`src/rtl/riscv_pkg.sv`:
```
// Shared RISC-V execute-stage definitions: R-type opcode, M-extension funct7,
// multiply/divide operation encoding and the mul/div unit FSM states.
package riscv_pkg;

  localparam logic [6:0] OPCODE_R_TYPE = 7'b0110011;
  localparam logic [6:0] FUNCT7_MULDIV = 7'b0000001;

  // Encoding equals instruction funct3.
  typedef enum logic [2:0] {
    MD_MUL    = 3'd0,
    MD_MULH   = 3'd1,
    MD_MULHSU = 3'd2,
    MD_MULHU  = 3'd3,
    MD_DIV    = 3'd4,
    MD_DIVU   = 3'd5,
    MD_REM    = 3'd6,
    MD_REMU   = 3'd7
  } muldiv_op_e;

  typedef enum logic [1:0] {
    MD_IDLE,
    MD_CALC,
    MD_DONE
  } muldiv_state_e;

  function automatic logic md_is_div(input muldiv_op_e op);
    return op[2];
  endfunction

endpackage

```
`src/rtl/riscv_muldiv_unit.sv`:
```
// Iterative RV32M/RV64M multiply/divide unit with valid/ready request and
// response handshakes; shift-add multiply and restoring divide on magnitudes.
module riscv_muldiv_unit
  import riscv_pkg::*;
#(
  parameter int XLEN          = 32,
  parameter bit MUL_ITERATIVE = 1'b1
) (
  input  logic            clk,
  input  logic            rst,
  input  logic            flush_i,
  input  logic            req_valid_i,
  output logic            req_ready_o,
  input  logic [2:0]      req_op_i,
  input  logic [XLEN-1:0] req_a_i,
  input  logic [XLEN-1:0] req_b_i,
  input  logic [4:0]      req_rd_i,
  output logic            rsp_valid_o,
  input  logic            rsp_ready_i,
  output logic [XLEN-1:0] rsp_result_o,
  output logic [4:0]      rsp_rd_o,
  output logic            busy_o
);

  localparam int CW = $clog2(XLEN) + 1;

  muldiv_state_e     state_q, state_d;
  muldiv_op_e        op_q, op_d;
  logic [4:0]        rd_q, rd_d;
  logic              neg_q, neg_d;
  logic [2*XLEN-1:0] acc_q, acc_d;
  logic [XLEN-1:0]   opnd_q, opnd_d;
  logic [CW-1:0]     cnt_q, cnt_d;
  logic [XLEN-1:0]   result_q, result_d;

  function automatic logic [XLEN-1:0] to_mag(input logic [XLEN-1:0] v, input logic neg);
    return neg ? -v : v;
  endfunction

  // Applies the recorded sign to the unsigned result and selects the half.
  // Divide accumulator layout: {remainder, quotient}.
  function automatic logic [XLEN-1:0] finish_result(input muldiv_op_e       op,
                                                    input logic             neg,
                                                    input logic [2*XLEN-1:0] acc);
    logic [2*XLEN-1:0] prod;
    logic [XLEN-1:0]   half;
    if (!md_is_div(op)) begin
      prod = neg ? -acc : acc;
      return (op == MD_MUL) ? prod[XLEN-1:0] : prod[2*XLEN-1:XLEN];
    end
    half = (op == MD_DIV || op == MD_DIVU) ? acc[XLEN-1:0] : acc[2*XLEN-1:XLEN];
    return neg ? -half : half;
  endfunction

  muldiv_op_e        req_op;
  logic              accept;
  logic              sign_a, sign_b, req_neg;
  logic [XLEN-1:0]   mag_a, mag_b;
  logic              req_div, div_by_zero, div_ovf, fast_path;
  logic [XLEN-1:0]   fast_result;
  logic [2*XLEN-1:0] array_prod;
  logic [XLEN:0]     mul_sum, rem_shift, rem_diff;
  logic [2*XLEN-1:0] mul_step, div_step, calc_step;

  assign req_op      = muldiv_op_e'(req_op_i);
  assign req_ready_o = (state_q == MD_IDLE) && !flush_i;
  assign accept      = req_valid_i && req_ready_o;
  assign rsp_valid_o = (state_q == MD_DONE);
  assign busy_o      = (state_q != MD_IDLE);
  assign rsp_result_o = result_q;
  assign rsp_rd_o     = rd_q;

  // Request decode: magnitudes, result sign and fast-path results.
  always_comb begin
    sign_a  = req_a_i[XLEN-1] &&
              (req_op inside {MD_MUL, MD_MULH, MD_MULHSU, MD_DIV, MD_REM});
    sign_b  = req_b_i[XLEN-1] && (req_op inside {MD_MUL, MD_MULH, MD_DIV, MD_REM});
    req_neg = (req_op == MD_REM) ? sign_a : (sign_a ^ sign_b);
    mag_a   = to_mag(req_a_i, sign_a);
    mag_b   = to_mag(req_b_i, sign_b);
    req_div = md_is_div(req_op);

    div_by_zero = req_div && (req_b_i == '0);
    div_ovf     = (req_op == MD_DIV || req_op == MD_REM) &&
                  (req_a_i == {1'b1, {(XLEN-1){1'b0}}}) && (req_b_i == '1);
    fast_path   = div_by_zero || div_ovf || (!req_div && !MUL_ITERATIVE);

    array_prod = {{XLEN{1'b0}}, mag_a} * {{XLEN{1'b0}}, mag_b};
    if (div_by_zero)
      fast_result = (req_op == MD_DIV || req_op == MD_DIVU) ? '1 : req_a_i;
    else if (div_ovf)
      fast_result = (req_op == MD_DIV) ? req_a_i : '0;
    else
      fast_result = finish_result(req_op, req_neg, array_prod);
  end

  // One iteration of each algorithm; opnd_q holds multiplicand or divisor.
  always_comb begin
    mul_sum   = {1'b0, acc_q[2*XLEN-1:XLEN]} + {1'b0, (acc_q[0] ? opnd_q : '0)};
    mul_step  = {mul_sum, acc_q[XLEN-1:1]};
    rem_shift = {acc_q[2*XLEN-1:XLEN], acc_q[XLEN-1]};
    rem_diff  = rem_shift - {1'b0, opnd_q};
    div_step  = rem_diff[XLEN] ? {rem_shift[XLEN-1:0], acc_q[XLEN-2:0], 1'b0}
                               : {rem_diff[XLEN-1:0],  acc_q[XLEN-2:0], 1'b1};
    calc_step = md_is_div(op_q) ? div_step : mul_step;
  end

  // NOTE: every next-state signal takes its hold value first so no path
  // leaves one unassigned, which would infer a latch.
  always_comb begin
    state_d  = state_q;
    op_d     = op_q;
    rd_d     = rd_q;
    neg_d    = neg_q;
    acc_d    = acc_q;
    opnd_d   = opnd_q;
    cnt_d    = cnt_q;
    result_d = result_q;

    unique case (state_q)
      MD_IDLE: begin
        if (accept) begin
          op_d  = req_op;
          rd_d  = req_rd_i;
          neg_d = req_neg;
          cnt_d = '0;
          if (fast_path) begin
            result_d = fast_result;
            state_d  = MD_DONE;
          end else begin
            state_d = MD_CALC;
            acc_d   = {{XLEN{1'b0}}, req_div ? mag_a : mag_b};
            opnd_d  = req_div ? mag_b : mag_a;
          end
        end
      end
      MD_CALC: begin
        acc_d = calc_step;
        cnt_d = cnt_q + CW'(1);
        if (cnt_q == CW'(XLEN - 1)) begin
          result_d = finish_result(op_q, neg_q, calc_step);
          state_d  = MD_DONE;
        end
      end
      MD_DONE: begin
        if (rsp_ready_i) state_d = MD_IDLE;
      end
      default: state_d = MD_IDLE;
    endcase

    if (flush_i) state_d = MD_IDLE;
  end

  // NOTE: sequential state uses non-blocking assignments so every register
  // samples pre-edge values regardless of statement order.
  always_ff @(posedge clk or posedge rst) begin
    if (rst) begin
      state_q  <= MD_IDLE;
      op_q     <= MD_MUL;
      rd_q     <= '0;
      neg_q    <= 1'b0;
      acc_q    <= '0;
      opnd_q   <= '0;
      cnt_q    <= '0;
      result_q <= '0;
    end else begin
      state_q  <= state_d;
      op_q     <= op_d;
      rd_q     <= rd_d;
      neg_q    <= neg_d;
      acc_q    <= acc_d;
      opnd_q   <= opnd_d;
      cnt_q    <= cnt_d;
      result_q <= result_d;
    end
  end

endmodule

```
`config.mk`:
```
export PLATFORM = sky130hd
export DESIGN_NAME = riscv_muldiv_unit
export DESIGN_NICKNAME = d
export VERILOG_FILES = /design/src/rtl/riscv_pkg.sv /design/src/rtl/riscv_muldiv_unit.sv
export SDC_FILE = /design/constraint.sdc
export NUM_CORES = 2
export LEC_CHECK = 0
export ABC_CLOCK_PERIOD_IN_PS = 13230
export CAP_MARGIN = 20
export CORE_UTILIZATION = 70
export DETAILED_ROUTE_END_ITERATION = 6
export PLACE_DENSITY = 0.88
export REMOVE_ABC_BUFFERS = 1
export SYNTH_ARGS = -nofsm -noshare
export SYNTH_HDL_FRONTEND = slang
export SYNTH_SLANG_ARGS = --single-unit
```
`constraint.sdc`:
```
create_clock -name clk -period 13.23 [get_ports clk]
set_input_delay 1.323 -clock clk [delete_from_list [all_inputs] [get_ports clk]]
set_output_delay 1.323 -clock clk [all_outputs]
set_load 0.1 [all_outputs]
```
# Yosys cells after proc, flatten, opt, wreduce, memory -nomap -nowiden
# Index checks and enable logic that the tools add are counted.
# W data, S select, Z words.
word_totals:
  regBits: 145
  wordCells: 110
classes:
  n_eq_ne: 19
  n_reduce_logical: 26
  add_sub_neg: 9
  muxes: 45
  bitwise_logic: 2
  multipliers: 1
ops:
  columns: ["operator", "n"]
  rows:
  - ["$mux W32", 22]
  - ["$mux W64", 6]
  - ["$neg A32 Y32", 4]
  - ["$neg A64 Y64", 2]
  - ["$pmux W64 S2", 1]
  - ["$eq A32 B32 Y1 const B", 2]
  - ["$mul A32 B32 Y64", 1]
  - ["$pmux W32 S2", 1]
  - ["$add A32 B32 Y33", 1]
  - ["$sub A33 B32 Y33", 1]
  - ["$logic_not A32 Y1", 1]
  - ["$eq A3 B3 Y1 const B", 5]
  - ["$pmux W6 S2", 1]
  - ["$mux W2", 5]
  - ["$reduce_and A3 Y1", 3]
  - ["$ne A2 B2 Y1 const B", 4]
  - ["$logic_and A1 B1 Y1", 7]
  - ["$mux W1", 7]
  - ["$add A6 B1 Y6 const B", 1]
  - ["$eq A6 B5 Y1 const B", 1]
  - ["$logic_not A3 Y1", 2]
  - ["$mux W6", 1]
  - ["$ne A3 B3 Y1 const B", 2]
  - ["$pmux W2 S3", 1]
  - ["15 further kinds", 20]

# Logic depth before layout (Yosys ltp)
depth:
  ltp_word: 15
  mapped_depth: 44
  mapped_depth_nobuf: 41

# Worst setup path after synthesis
# Ideal clock, no wire load.
synth_timing:
  kind: "input port to flip-flop"
  startpoint: "in req_a_i[0]"
  endpoint: "reg result_q[29] (netlist: rsp_result_o[29])"
  cell_stages: 39
  setup_slack_ns: 1.383
  t_arrival_ns: 11.713
  path_buffers: 3
  t_required_ns: 13.097
  cell_sequence: "clkinv_1 clkbuf_1 ha_1 nand3b_1 nor3_1 and2_1 nand2_1 o41ai_1 xor2_1 clkbuf_1 nor2_1 fa_1 fa_1 inv_1 fa_1 fa_1 inv_1 fa_1 [... 3 more ...] fa_1 inv_1 ha_1 buf_2 nand2_1 nor4_1 nand3_1 a21o_1 a311oi_1 o21ai_0 a2111o_1 or4_1 a221oi_2 nand2_1 o41ai_1 xor2_1 a211oi_1 o22ai_1"
synth_between:
  elab_chain_len: 13
  elab_cells_between_ends: 22
  cone_classes: "add/sub: 3; mul: 1; eq/ne: 2; mux: 12; reduce/logical: 4"
synth_rtl:
  columns: ["item", "line", "text"]
  rows:
  - ["start: declaration", "riscv_muldiv_unit.sv:15", "input logic [XLEN-1:0] req_a_i,"]
  - ["$neg A32 Y32", "riscv_muldiv_unit.sv:37", "return neg ? -v : v;"]
  - ["$mux W32", "riscv_muldiv_unit.sv:37", null]
  - ["$mul A32 B32 Y64", "riscv_muldiv_unit.sv:88", "array_prod = {{XLEN{1'b0}}, mag_a} * {{XLEN{1'b0}}, mag_b};"]
  - ["$neg A64 Y64", "riscv_muldiv_unit.sv:48", "prod = neg ? -acc : acc;"]
  - ["$mux W64", "riscv_muldiv_unit.sv:48", null]
  - ["$mux W32", "riscv_muldiv_unit.sv:49", "return (op == MD_MUL) ? prod[XLEN-1:0] : prod[2*XLEN-1:XLEN];"]
  - ["$mux W32", "riscv_muldiv_unit.sv:47", "if (!md_is_div(op)) begin"]
  - ["$mux W32", "riscv_muldiv_unit.sv:51", "half = (op == MD_DIV || op == MD_DIVU) ? acc[XLEN-1:0] : acc[2*XLEN-1:XLEN];"]
  - ["$mux W32", "riscv_muldiv_unit.sv:91", "else if (div_ovf)"]
  - ["$mux W32", "riscv_muldiv_unit.sv:89", "if (div_by_zero)"]
  - ["$mux W32", "riscv_muldiv_unit.sv:127", "if (fast_path) begin"]
  - ["$mux W32", "riscv_muldiv_unit.sv:122", "if (accept) begin"]
  - ["$pmux W32 S2", "riscv_muldiv_unit.sv:120", "unique case (state_q)"]
  - ["end signal: assignment", "riscv_muldiv_unit.sv:174", "result_q <= result_d;"]
  - ["end: declaration", "riscv_muldiv_unit.sv:34", "logic [XLEN-1:0] result_q, result_d;"]
# Parallel ways exist; a longest one is shown, timed or not. The select of a mux whose other input is x is not followed.
# A chain may end at the register's enable or synchronous reset.

# Worst setup path in the final report
layout_timing:
  startpoint: "in req_b_i[0]"
  endpoint: "reg result_q[17] (netlist: rsp_result_o[17])"
layout_between:
  elab_chain_len: 13
  elab_cells_between_ends: 23
  cone_classes: "add/sub: 3; mul: 1; eq/ne: 2; mux: 12; reduce/logical: 5"
layout_rtl:
  columns: ["item", "line", "text"]
  rows:
  - ["start: declaration", "riscv_muldiv_unit.sv:16", "input logic [XLEN-1:0] req_b_i,"]
  - ["$neg A32 Y32", "riscv_muldiv_unit.sv:37", null]
  - ["$mux W32", "riscv_muldiv_unit.sv:37", null]
  - ["$mul A32 B32 Y64", "riscv_muldiv_unit.sv:88", null]
  - ["$neg A64 Y64", "riscv_muldiv_unit.sv:48", null]
  - ["$mux W64", "riscv_muldiv_unit.sv:48", null]
  - ["$mux W32", "riscv_muldiv_unit.sv:49", null]
  - ["$mux W32", "riscv_muldiv_unit.sv:47", null]
  - ["$mux W32", "riscv_muldiv_unit.sv:51", null]
  - ["$mux W32", "riscv_muldiv_unit.sv:91", null]
  - ["$mux W32", "riscv_muldiv_unit.sv:89", null]
  - ["$mux W32", "riscv_muldiv_unit.sv:127", null]
  - ["$mux W32", "riscv_muldiv_unit.sv:122", null]
  - ["$pmux W32 S2", "riscv_muldiv_unit.sv:120", null]
# Parallel ways exist; a longest one is shown, timed or not. The select of a mux whose other input is x is not followed.

==> results_dict.tcl <==
set metrics [dict create \
    fin_crit_sh_pct 98.3 \
    core_um2 73100 \
    dr_total_vias 54600 \
    cp-start-kind "input pin" \
    initial_core_util_pct 71.0 \
    tritoncts "built" \
    hold_buffers 0 \
    synth_top_area_share_pct 34.7 \
    ff_latch_area_um2 3630 \
    setup_viol 0 \
    rrSetupSlack_ps 5220 \
    final_cell_mix "956 x inv_1, 898 x fa_1, 838 x nor2_1" \
    cp.arrival_ps 13330 \
    cts-root-buf "clkbuf_16" \
    crit_fanout 5 \
    io_buffer_count 116 \
    postCtsSetupBuffers 0 \
    grt-ovfl-total 0 \
    async_reset_ff_share_pct 100 \
    r2r.worst_path.cells 25 \
    nets 8040 \
    pin_count 117 \
    worstSetupPathType "in2reg" \
    setup_slack_ps 231 \
    fmax_mhz 76.9 \
    syn_inst 6548 \
    synth.distinct_cells 103 \
    status "finished, violations left" \
    worst_pin_slew_ps 1400 \
    pre_cts_ws_ps 361 \
    report.final.hold_viol_count 0 \
    yosysWarnings 0 \
    synth_edf_count 0 \
    fp.dieH_um 274 \
    viasPerCell 7.07 \
    hp-class "reg2reg" \
    clock_path_buffers 2 \
    ys_ff_latch 145 \
    maxSlewHeadroom_pct 5.87 \
    drive_gt1_share_pct 9.43 \
    fp-row-count 99 \
    dp_hpwl_um 177000 \
    multi_input_area_um2 43600 \
    syn_area_um2 51900 \
    finalClockSkew_ps 22.8 \
    die_area_um2 75200 \
    holdPathStages 2 \
    clock_sinks 145 \
    cts-resized-gates 0 \
    ant_nets 0 \
    synth.area.top_cells "fa_1 35%, ha_1 8.1%, dfrtp_1 7.0%, inv_1 6.9%, nor2_1 6.1%" \
    finalCriticalPeriod_ps 13000 \
    violations "DRC" \
    synth_largest_area_cell "fa_1" \
    cts_buffers 17 \
    final_common_cell "inv_1" \
    fillers 5102 \
    grt_pass1_vias 53100 \
    clock_latency_ps 470 \
    grt_max_degree 80 \
    grt_use_total_pct 61.4 \
    route.detailed.drc 253 \
    globalplace.congestion 1.21 \
    critPathRequiredTime_ps 13560 \
    ctsHtreeMaxLevel 4 \
    grt_pass1_wl_um 334000 \
    drtPass1Iterations 7 \
    syn_to_final_growth_pct 11.1 \
    wl_per_cell_um 29.5 \
    wirelength_um 228000 \
    chipWidth_um 274 \
    max_stage_delay_ps 890 \
    avgSynthCellArea_um2 7.92 \
    slew_viol_final 0 \
    rsz0062_at_grt "no" \
    worst_path_max_delay_cell "xnor2_1" \
    ys.flop_type "dfrtp_1" \
    clk_pin_slew_ps 80 \
    end_kind "flip-flop" \
    ys_seq_area_share_pct 7.00 \
    setup_tns_ps 0 \
    maxCapViolations 0 \
    antenna_found_initial 34 \
    drt_iter0_drc 9615 \
]
critical path, delay by kind of cell:
family / cells / cell delay, ps
simple gates: 13 / 2850
fa+ha+maj: 10 / 4670
compound gates: 4 / 1160
buf+inv: 14 / 2260
xor+xnor: 2 / 1070
per-stage QoR:
stage          util (%)  area, um^2  hold WS, ps  std cells
2_1_floorplan         -       50200          463       6133
3_3_place_gp       77.8       56900          456       7665
3_5_place_dp       77.8       56900          463       7666
4_1_cts            78.7       57500          481       7698
5_1_grt            78.8       57600          495       7712
6_report           78.8       57600          479       7728
final cells by class:
cell class,instances,share of cell area (%)
Inverter,959,6.26
Antenna cell,26,0.113
Timing Repair Buffer,578,8.57
Clock buffer,18,0.762
Sequential cell,145,6.31
Multi-Input combinational cell,5029,75.6
Tap cell,959,2.08
Clock inverter,14,0.291
registers in the layout (all words and copies together), names as in the netlist:
name	count
rsp_rd_o	5
rsp_result_o	32
acc_q	64
op_q	3
neg_q	1
cnt_q	6
opnd_q	32
state_q	2
synth_stat cells (all sizes together) (64+ instances only):
cell type  count
xor2         142
nor3         120
nand2        828
a21oi        290
inv          958
ha           335
o21ai        332
mux2i         76
nand3         69
dfrtp        145
fa           898
buf           64
nor2         840
and2          68
xnor2        133
clkbuf       351
o211ai        78
nand4         76
cells by family after synthesis:
logic type | after synthesis | synth area share, %
AO/OA/AOI/OAI | 1193 | 15.0
AND/OR/NAND/NOR | 2243 | 18.9
XOR/XNOR | 275 | 4.64
flip-flops | 145 | 7.00
multiplexers | 85 | 1.67
buffers and inverters | 1374 | 10.1
adder cells (fa/ha/maj) | 1233 | 42.7
per-layer routing:
layer	up-vias	part of all wire, %	track usage, %
met4	33	12	52.9
li1	21600	-	-
met1	25800	31	70.3
met2	5326	38	80.9
met3	1851	19	35.3
met5	-	0.25	4.24
worst paths after layout:
kind,to,startpoint
worst max-delay path,rsp_result_o[17],req_b_i[0]
worst min-delay path,rsp_rd_o[0],rsp_rd_o[0]
worst max register to register,rsp_result_o[30],acc_q[31]
worst min register to register,rsp_rd_o[0],rsp_rd_o[0]
max in group asynchronous,op_q[2],rst
min in group asynchronous,acc_q[56],rst
Power is not shown: default switching activity piles up to over one toggle a cycle in this logic, so the estimate is an artifact.
